==> src/rtl/hpdmc_ddr_deser_if.sv <==
// Half-word input stream and full-word output stream for the DDR deserializer.
// master = producer/consumer side, slave = the deserializer.
interface hpdmc_ddr_deser_if #(
  parameter int DW    = 16,
  parameter int DEPTH = 4
);
  localparam int LW = $clog2(DEPTH) + 1;

  logic          in_valid;
  logic          in_first;
  logic [DW-1:0] in_data;

  logic            out_valid;
  logic            out_ready;
  logic [2*DW-1:0] out_data;

  logic [LW-1:0] level;
  logic          overflow;
  logic          misalign;

  modport master (
    output in_valid, in_first, in_data, out_ready,
    input  out_valid, out_data, level, overflow, misalign
  );

  modport slave (
    input  in_valid, in_first, in_data, out_ready,
    output out_valid, out_data, level, overflow, misalign
  );
endinterface

==> src/rtl/hpdmc_ddr_deser.sv <==
// Pairs DDR half-words (low then high) into 2*DW words and queues them in a FWFT FIFO.
// Latency 1 cycle from the high half to out_valid; a push into a full FIFO without a pop is dropped and flagged.
module hpdmc_ddr_deser #(
  parameter int DW    = 16,
  parameter int DEPTH = 4
) (
  input  logic               clk,
  input  logic               rst_n,
  input  logic               clr,
  hpdmc_ddr_deser_if.slave   bus
);
  localparam int AW = $clog2(DEPTH);
  localparam int LW = $clog2(DEPTH) + 1;
  localparam logic [LW-1:0] FULL = LW'(DEPTH);

  logic            phase;
  logic [DW-1:0]   low_q;
  logic [2*DW-1:0] mem [DEPTH];
  logic [AW-1:0]   wr_ptr;
  logic [AW-1:0]   rd_ptr;
  logic [LW-1:0]   level_q;
  logic            overflow_q;
  logic            misalign_q;

  logic pop;
  logic push_req;
  logic full;
  logic push;

  always_comb begin
    pop      = (level_q != '0) && bus.out_ready;
    push_req = bus.in_valid && !bus.in_first && phase;
    full     = (level_q == FULL);
    // A full FIFO still accepts the word when the head leaves on the same edge.
    push     = push_req && (!full || pop);
  end

  always_ff @(posedge clk or negedge rst_n) begin
    if (!rst_n) begin
      phase      <= 1'b0;
      low_q      <= '0;
      wr_ptr     <= '0;
      rd_ptr     <= '0;
      level_q    <= '0;
      overflow_q <= 1'b0;
      misalign_q <= 1'b0;
    end else if (clr) begin
      phase      <= 1'b0;
      wr_ptr     <= '0;
      rd_ptr     <= '0;
      level_q    <= '0;
      overflow_q <= 1'b0;
      misalign_q <= 1'b0;
    end else begin
      if (bus.in_valid) begin
        // in_first restarts the pairing; a pending low half is stale.
        if (bus.in_first || !phase) begin
          low_q <= bus.in_data;
          phase <= 1'b1;
          if (bus.in_first && phase)
            misalign_q <= 1'b1;
        end else begin
          phase <= 1'b0;
        end
      end

      if (push)
        wr_ptr <= wr_ptr + AW'(1);
      if (pop)
        rd_ptr <= rd_ptr + AW'(1);
      if (push_req && full && !pop)
        overflow_q <= 1'b1;

      case ({push, pop})
        2'b10:   level_q <= level_q + LW'(1);
        2'b01:   level_q <= level_q - LW'(1);
        default: level_q <= level_q;
      endcase
    end
  end

  always_ff @(posedge clk) begin
    if (push && !clr)
      mem[wr_ptr] <= {bus.in_data, low_q};
  end

  // Gating by occupancy keeps out_data at zero while empty or in reset.
  assign bus.out_valid = (level_q != '0);
  assign bus.out_data  = (level_q != '0) ? mem[rd_ptr] : '0;
  assign bus.level     = level_q;
  assign bus.overflow  = overflow_q;
  assign bus.misalign  = misalign_q;
endmodule

==> src/flat_wrapper.sv <==
// flat-port wrapper written by rule: the top's interface ports become plain ports
module hpdmc_ddr_deser_flat 
#(
  parameter int DW    = 16,
  parameter int DEPTH = 4
)
  (clk, rst_n, clr, bus_in_valid, bus_in_first, bus_in_data, bus_out_ready, bus_out_valid, bus_out_data, bus_level, bus_overflow, bus_misalign);
  hpdmc_ddr_deser_if #(.DW(DW), .DEPTH(DEPTH)) bus_i ();
  input  logic clk;
  input  logic rst_n;
  input  logic clr;
  input wire logic [$bits(bus_i.in_valid)-1:0] bus_in_valid;
  input wire logic [$bits(bus_i.in_first)-1:0] bus_in_first;
  input wire logic [$bits(bus_i.in_data)-1:0] bus_in_data;
  input wire logic [$bits(bus_i.out_ready)-1:0] bus_out_ready;
  output wire logic [$bits(bus_i.out_valid)-1:0] bus_out_valid;
  output wire logic [$bits(bus_i.out_data)-1:0] bus_out_data;
  output wire logic [$bits(bus_i.level)-1:0] bus_level;
  output wire logic [$bits(bus_i.overflow)-1:0] bus_overflow;
  output wire logic [$bits(bus_i.misalign)-1:0] bus_misalign;
  assign bus_i.in_valid = bus_in_valid;
  assign bus_i.in_first = bus_in_first;
  assign bus_i.in_data = bus_in_data;
  assign bus_i.out_ready = bus_out_ready;
  assign bus_out_valid = bus_i.out_valid;
  assign bus_out_data = bus_i.out_data;
  assign bus_level = bus_i.level;
  assign bus_overflow = bus_i.overflow;
  assign bus_misalign = bus_i.misalign;
  hpdmc_ddr_deser #(.DW(DW), .DEPTH(DEPTH)) u_core (.clk(clk), .rst_n(rst_n), .clr(clr), .bus(bus_i));
endmodule
==> config.mk <==
export PLATFORM = sky130hd
export DESIGN_NAME = hpdmc_ddr_deser_flat
export DESIGN_NICKNAME = d
export VERILOG_FILES = /design/src/rtl/hpdmc_ddr_deser_if.sv /design/src/rtl/hpdmc_ddr_deser.sv /design/src/flat_wrapper.sv
export SDC_FILE = /design/constraint.sdc
export NUM_CORES = 1
export LEC_CHECK = 0
export ABC_AREA = 1
export ABC_CLOCK_PERIOD_IN_PS = 2600
export CELL_PAD_IN_SITES_DETAIL_PLACEMENT = 0
export CELL_PAD_IN_SITES_GLOBAL_PLACEMENT = 2
export CORE_ASPECT_RATIO = 0.7
export CORE_MARGIN = 5
export CORE_UTILIZATION = 35
export CTS_BUF_LIST = sky130_fd_sc_hd__clkbuf_16
export DETAILED_ROUTE_END_ITERATION = 10
export PLACE_DENSITY = 0.85
export RECOVER_POWER = 100
export REMOVE_ABC_BUFFERS = 1
export SYNTH_ARGS = -nofsm -noshare
export SYNTH_HDL_FRONTEND = slang
export SYNTH_SLANG_ARGS = --single-unit
==> constraint.sdc <==
create_clock -name clk -period 2.6 [get_ports clk]
set_input_delay 0.26 -clock clk [delete_from_list [all_inputs] [get_ports clk]]
set_output_delay 0.26 -clock clk [all_outputs]
set_load 0.02 [all_outputs]
==> impl_metrics.toml, run 1 <==
[yosys]
yosysWarnings = 0
synthCells = 523
synth.area.mux_share_pct = 0
synthDistinctLibCells = 24
synthArstFlopShare_pct = 16.9
synthXorXnorAreaFrac_pct = 0.141
synth_seq_area_share_pct = 72.4
synth.area.top_cells = "edfxtp_1 (62%), dfrtp_1 (10%), nor2_1 (8.2%)"
yosysTopAreaCellShare_pct = 61.9
synth_top_family_by_area = "simple AND/OR/NAND/NOR gates"
ys.flop_type = "edfxtp_1"
synth.most_common_cell = "nor2_1"
synth_compound_area_share_pct = 10.1
synth.avg_cell_area_um2 = 11.9
netlist_top_cells_count = "nor2_1 (136), edfxtp_1 (128), o21ai_1 (55)"
netlist_area_um2 = 6210
ys_seq_elements = 154
yosysTopAreaCell = "edfxtp_1"
synth-simple-area-share_pct = 11.5
synth-adder-area-share_pct = 1.13
synth_edf_count = 128

[flow_run]
drv_cap = 1

[route]
highest_layer = "met5"
drt_iter0_markers = 245
postRouteWirelength_mm = 14.0
postRouteAntennaNets = 0
wl_met1_mm = 6.77
met3_length_um = 693
route.detailed.drc = 0
routedWlPerCell_um = 16.7
dr.pass1.iters = 7
vias_per_cell = 4.67
wl_met2_mm = 6.44
vias = 3922

[final_layout]
nets = 623
utilization_pct = 44.6
drive_gt1_share_pct = 9.85
design_area_um2 = 7700
diodes = 0
area_growth_pct = 24.1

[outcome]
violations = "max-capacitance violations, max-slew violations"
outcome = "finished with violations"

[timing]
clock.fmax_mhz = 404
clock_skew_ps = 13.8
tns_ps = 0
rsz0062_at_grt = "false"
min_period_ps = 2480
setup_viol = 0
whs_ps = 323
hold_violations = 0
worst_pin_slew_ps = 1590
drv_slew = 34
maxSlewHeadroom_pct = -6.37
period_share_pct = 95.3

[hold_path]
hp-class = "in2async"

[power_and_ir_drop]
vdd_drop_max_mv = 0.368
cellLeakagePower_nw = 3.10
power_w = 0.00716
power_density_nw_per_um2 = 930

[floorplanning]
die_h_um = 121
ios = 60
die_w_um = 169
num_rows = 40
start_util_pct = 36.0
die-area_um2 = 20500
core_um2 = 17300

[placed_design]
gp_congestion = 0.760
dp_hpwl_mm = 8.44
place_area_um2 = 7170
numPortBuffers = 59

[critical_path]
rrSetupSlack_ps = 340
worst_ep_arrival_time_ps = 2220
criticalPathCategory = "reg2out"
cp-start-kind = "flip-flop"
cp_data_required_time_ps = 2340
critical_path.endpoint_type = "output pin"
crit_fanout = 31
r2r-start = "u_core.bus.level[0]$_DFFE_PN0P_"
worstRegToRegCells = 7
rr_endpoint = "u_core.mem[3][12]$_DFFE_PP_"

[clock_network]
cts_hold_buf = 0
cts_root_buf = "clkbuf_16"
cts_buffer_depth = 2
clk_pin_slew_worst_paths_ps = 70
htreeDepth = 4
cts_tree = "yes"
cts_sinks = 154
clk_latency_ps = 410
numCtsBuffers = 17

[global_routing]
grt_pass1_vias = 3887
grt-ovfl-total = 0
grt_pass1_wl_mm = 21.7
grt_max_degree = 35
grtUsageTotal_pct = 13.8
antenna_found_initial = 1
[state kept, by name (all words and copies together) (netlist names)]
signal and cells:
u_core.phase 1, u_core.bus.misalign 1, u_core.rd_ptr 2, u_core.low_q 16, u_core.bus.overflow 1, u_core.bus.level 3
u_core.wr_ptr 2, u_core.mem 128
[critical path: stages (launching register included)]
cell and delay, ps:
dfrtp_4 560, inv_2 130, buf_12 200, o21ai_0 110, a21oi_1 170, clkdlybuf4s50_1 630
[kinds of logic (layout without fill, tap and decap cells)]
kind of cell / after synthesis / after routing
flops: 154 / 154
simple gates: 178 / 178
compound gates: 122 / 122
xor+xnor: 1 / 1
buf+inv: 63 / 149
fa+ha+maj: 5 / 5
[worst max path at each step]
stage | endpoint | from | slack [ps]
floorplan | u_core.mem[0][0]$_DFFE_PP_ | u_core.bus.level[0]$_DFFE_PN0P_ | -180
global placement | bus_out_data[0] | u_core.rd_ptr[0]$_DFFE_PN0P_ | 380
global route | bus_out_data[30] | u_core.rd_ptr[0]$_DFFE_PN0P_ | 0.2
detailed placement | u_core.bus.level[2]$_DFFE_PN0P_ | bus_in_valid | 310
CTS | bus_out_data[4] | u_core.bus.level[0]$_DFFE_PN0P_ | 2
finish | bus_out_data[31] | u_core.rd_ptr[0]$_DFFE_PN0P_ | 120
[layout make-up]
type                            count  area (µm²)
Inverter                           36         135
Tap cell                          231         289
Multi-Input combinational cell    306        1410
Fill cell                        1622        9560
Clock buffer                       17         425
Timing Repair Buffer               81         827
Sequential cell                   154        4500
Clock inverter                     15         118
[routing by layer]
layer  vias up  GRT usage, %
li1       1951             -
met1      1878          18.8
met2        81          21.9
met3        10          4.72
met4         2          2.56
met5         -             0
[per-stage QoR]
stage / setup WS (ps) / std cells
floorplan: -179 / 496
global placement: 380 / 805
detailed placement: 309 / 805
CTS: 2.03 / 837
global route: 0.230 / 840
finish: 123 / 840
[layout by cell type, fill, tap and decap left out, drive strengths merged]
master	n
dlymetal6s2s	21
xnor2	1
nor2	138
clkinv	10
dlygate4sd3	24
nand4	2
o31ai	1
clkdlybuf4s50	12
edfxtp	128
fa	1
inv	41
clkbuf	26
o211ai	1
ha	4
nand3	9
a21oi	36
o21ai	84
nand2	29
dfrtp	26
dlygate4sd2	1
buf	14
[power breakdown]
group / leakage (nW) / internal (W) / total (W) / switching, W
registers: 1.49 / 0.00279 / 0.00289 / 0.000101
logic: 1.34 / 0.000809 / 0.00203 / 0.00122
clock network: 0.269 / 0.00124 / 0.00225 / 0.00101
[timing repair]
action | CTS | global route
buffers inserted | 0 | 3
endpoints found under the setup margin | 4 | 30
gates cloned | 0 | 0
resized for setup | 2 | 23
Power figures use the tool's default switching activity.
==> inputs of run 2 (changes only) <==
--- a/config.mk
+++ b/config.mk
@@ -16,7 +16,6 @@
 export DETAILED_ROUTE_END_ITERATION = 10
 export PLACE_DENSITY = 0.85
 export RECOVER_POWER = 100
-export REMOVE_ABC_BUFFERS = 1
 export SYNTH_ARGS = -nofsm -noshare
 export SYNTH_HDL_FRONTEND = slang
 export SYNTH_SLANG_ARGS = --single-unit
==> constraint.sdc (replaced) <==
create_clock -name clk -period 2.6 [get_ports clk]
set_input_delay 0.52 -clock clk [delete_from_list [all_inputs] [get_ports clk]]
set_output_delay 0.52 -clock clk [all_outputs]
set_load 0.02 [all_outputs]
==> impl_metrics.toml, run 2 (synthesized netlist as in run 1, its figures left out) <==
[critical_path]
cp-start-kind = "flip-flop"
worst_ep_arrival_time_ps = 1960
cp_data_required_time_ps = 2080
worstRegToRegCells = 7
critical_path.endpoint_type = "output pin"
crit_fanout = 26
criticalPathCategory = "reg2out"

[timing]
drv_slew = 27
worst_pin_slew_ps = 1570
clock_skew_ps = 7.04
clock.fmax_mhz = 403
min_period_ps = 2480
maxSlewHeadroom_pct = -4.92
hold_violations = 0
period_share_pct = 95.3
setup_viol = 0
whs_ps = 516
rsz0062_at_grt = "false"

[route]
postRouteWirelength_mm = 13.5
vias_per_cell = 4.75
vias = 3979
routedWlPerCell_um = 16.2
postRouteAntennaNets = 0
dr.pass1.iters = 4
drt_iter0_markers = 218
route.detailed.drc = 0

[clock_network]
htreeDepth = 4
clk_latency_ps = 410
post-cts-setup-buffers = 0
cts_sinks = 154
cts_tree = "yes"
cts_buffer_depth = 2
clk_pin_slew_worst_paths_ps = 60
cts_root_buf = "clkbuf_16"
numCtsBuffers = 17

[outcome]
outcome = "finished with violations"
violations = "max-capacitance violations, max-slew violations"

[power_and_ir_drop]
vdd_drop_max_mv = 0.576
cellLeakagePower_nw = 2.94
power_w = 0.00731
pwr-share-seq_pct = 39.3
clockPowerShare_pct = 34.5
p_sw_w = 0.00230
power_density_nw_per_um2 = 946
swShare_pct = 31.4
p_comb_share_pct = 26.2
p_int_w = 0.00501

[final_layout]
final_cell_mix = "nor2_1 (135), edfxtp_1 (128), o21ai_1 (51)"
design_area_um2 = 7730
area_growth_pct = 24.5
regMostFlops = "u_core.mem"
largest_reg_flops = 128
layout_commonest_cell = "nor2_1"
nets = 620
drive_gt1_share_pct = 9.90
final_cells = 837
utilization_pct = 44.8
diodes = 0

[yosys]
syn_nets = 550

[floorplanning]
die_h_um = 121
num_rows = 40
ios = 60
start_util_pct = 36.0
die_w_um = 169
die-area_um2 = 20500
core_um2 = 17300

[placed_design]
gp_congestion = 0.789
dp_hpwl_mm = 8.08
place_area_um2 = 7210
numPortBuffers = 59
dpl.cell_count = 804

[global_routing]
grt_pass1_vias = 4025
antenna_found_initial = 0
grtUsageTotal_pct = 13.5
grt-ovfl-total = 0
grt_max_degree = 35
grt_pass1_wl_mm = 21.5

[hold_path]
hp-class = "reg2reg"
holdPathStages = 0

[flow_run]
drv_cap = 1
run 2: cell types whose count changed in the layout (fill, tap and decap cells not counted), moves of 3 or more:
cell             change
clkdlybuf4s50_1     -11
bufinv_16            +3
clkinvlp_4           +3
dlygate4sd2_1       +27
clkbuf_2             -5
dlymetal6s2s_1      -21
clkinv_4             -5
run 2: per-layer routing:
metal	GRT usage, %	wire (µm)	vias up
li1	-	-	1943
met1	18.1	6480	1926
met2	22.0	6300	98
met3	3.13	628	12
met4	4.02	133	0
met5	0	0	-
run 2: timing repair:
action                     4_1_cts  5_1_grt
hold buffers                     0        0
gates cloned                     1        0
setup endpoints to repair       31        3
pin swaps                        0        0
resized for setup               31        4
run 2: final timing paths:
check	from	end	slack, ps
worst max-delay path	u_core.rd_ptr[0]$_DFFE_PN0P_	bus_out_data[24]	120
worst min-delay path	u_core.low_q[11]$_DFFE_PN0P_	u_core.mem[2][11]$_DFFE_PP_	520
worst max register to register	u_core.bus.level[0]$_DFFE_PN0P_	u_core.mem[1][0]$_DFFE_PP_	500
worst min register to register	u_core.low_q[11]$_DFFE_PN0P_	u_core.mem[2][11]$_DFFE_PP_	520
max in group asynchronous	rst_n	u_core.rd_ptr[0]$_DFFE_PN0P_	540
min in group asynchronous	rst_n	u_core.bus.level[2]$_DFFE_PN0P_	1030
run 2: through the flow:
step                setup TNS [ps]  setup slack, ps
detailed placement               0              127
global placement                 0              210
global route                     0             2.84
floorplan                   -22920             -179
CTS                              0             55.7
finish                           0              121
run 2: critical path, stage by stage (launching register included):
cell           delay [ps]
dfrtp_2               430
bufbuf_16             350
nor2_1                 70
nor2_1                 80
o21ai_0                80
a21oi_1               180
dlygate4sd2_1         350
run 2: cell type report:
| type | count | area [µm²] |
|---|---|---|
| clock inverters | 15 | 188 |
| inverters | 36 | 135 |
| multi-input cells | 306 | 1410 |
| fillers | 1591 | 9540 |
| flip-flops and latches | 154 | 4500 |
| clock buffers | 17 | 425 |
| well taps | 231 | 289 |
| repair buffers | 78 | 786 |
run 2: power groups by stage:
stage	Clock, W	Combinational, W	Sequential (W)
global placement	0	0.00211	0.00291
floorplan	0	0.00117	0.00291
CTS	0.00258	0.00199	0.00288
global route	0.00268	0.00212	0.00289
detailed placement	0	0.00212	0.00292
finish	0.00252	0.00192	0.00287
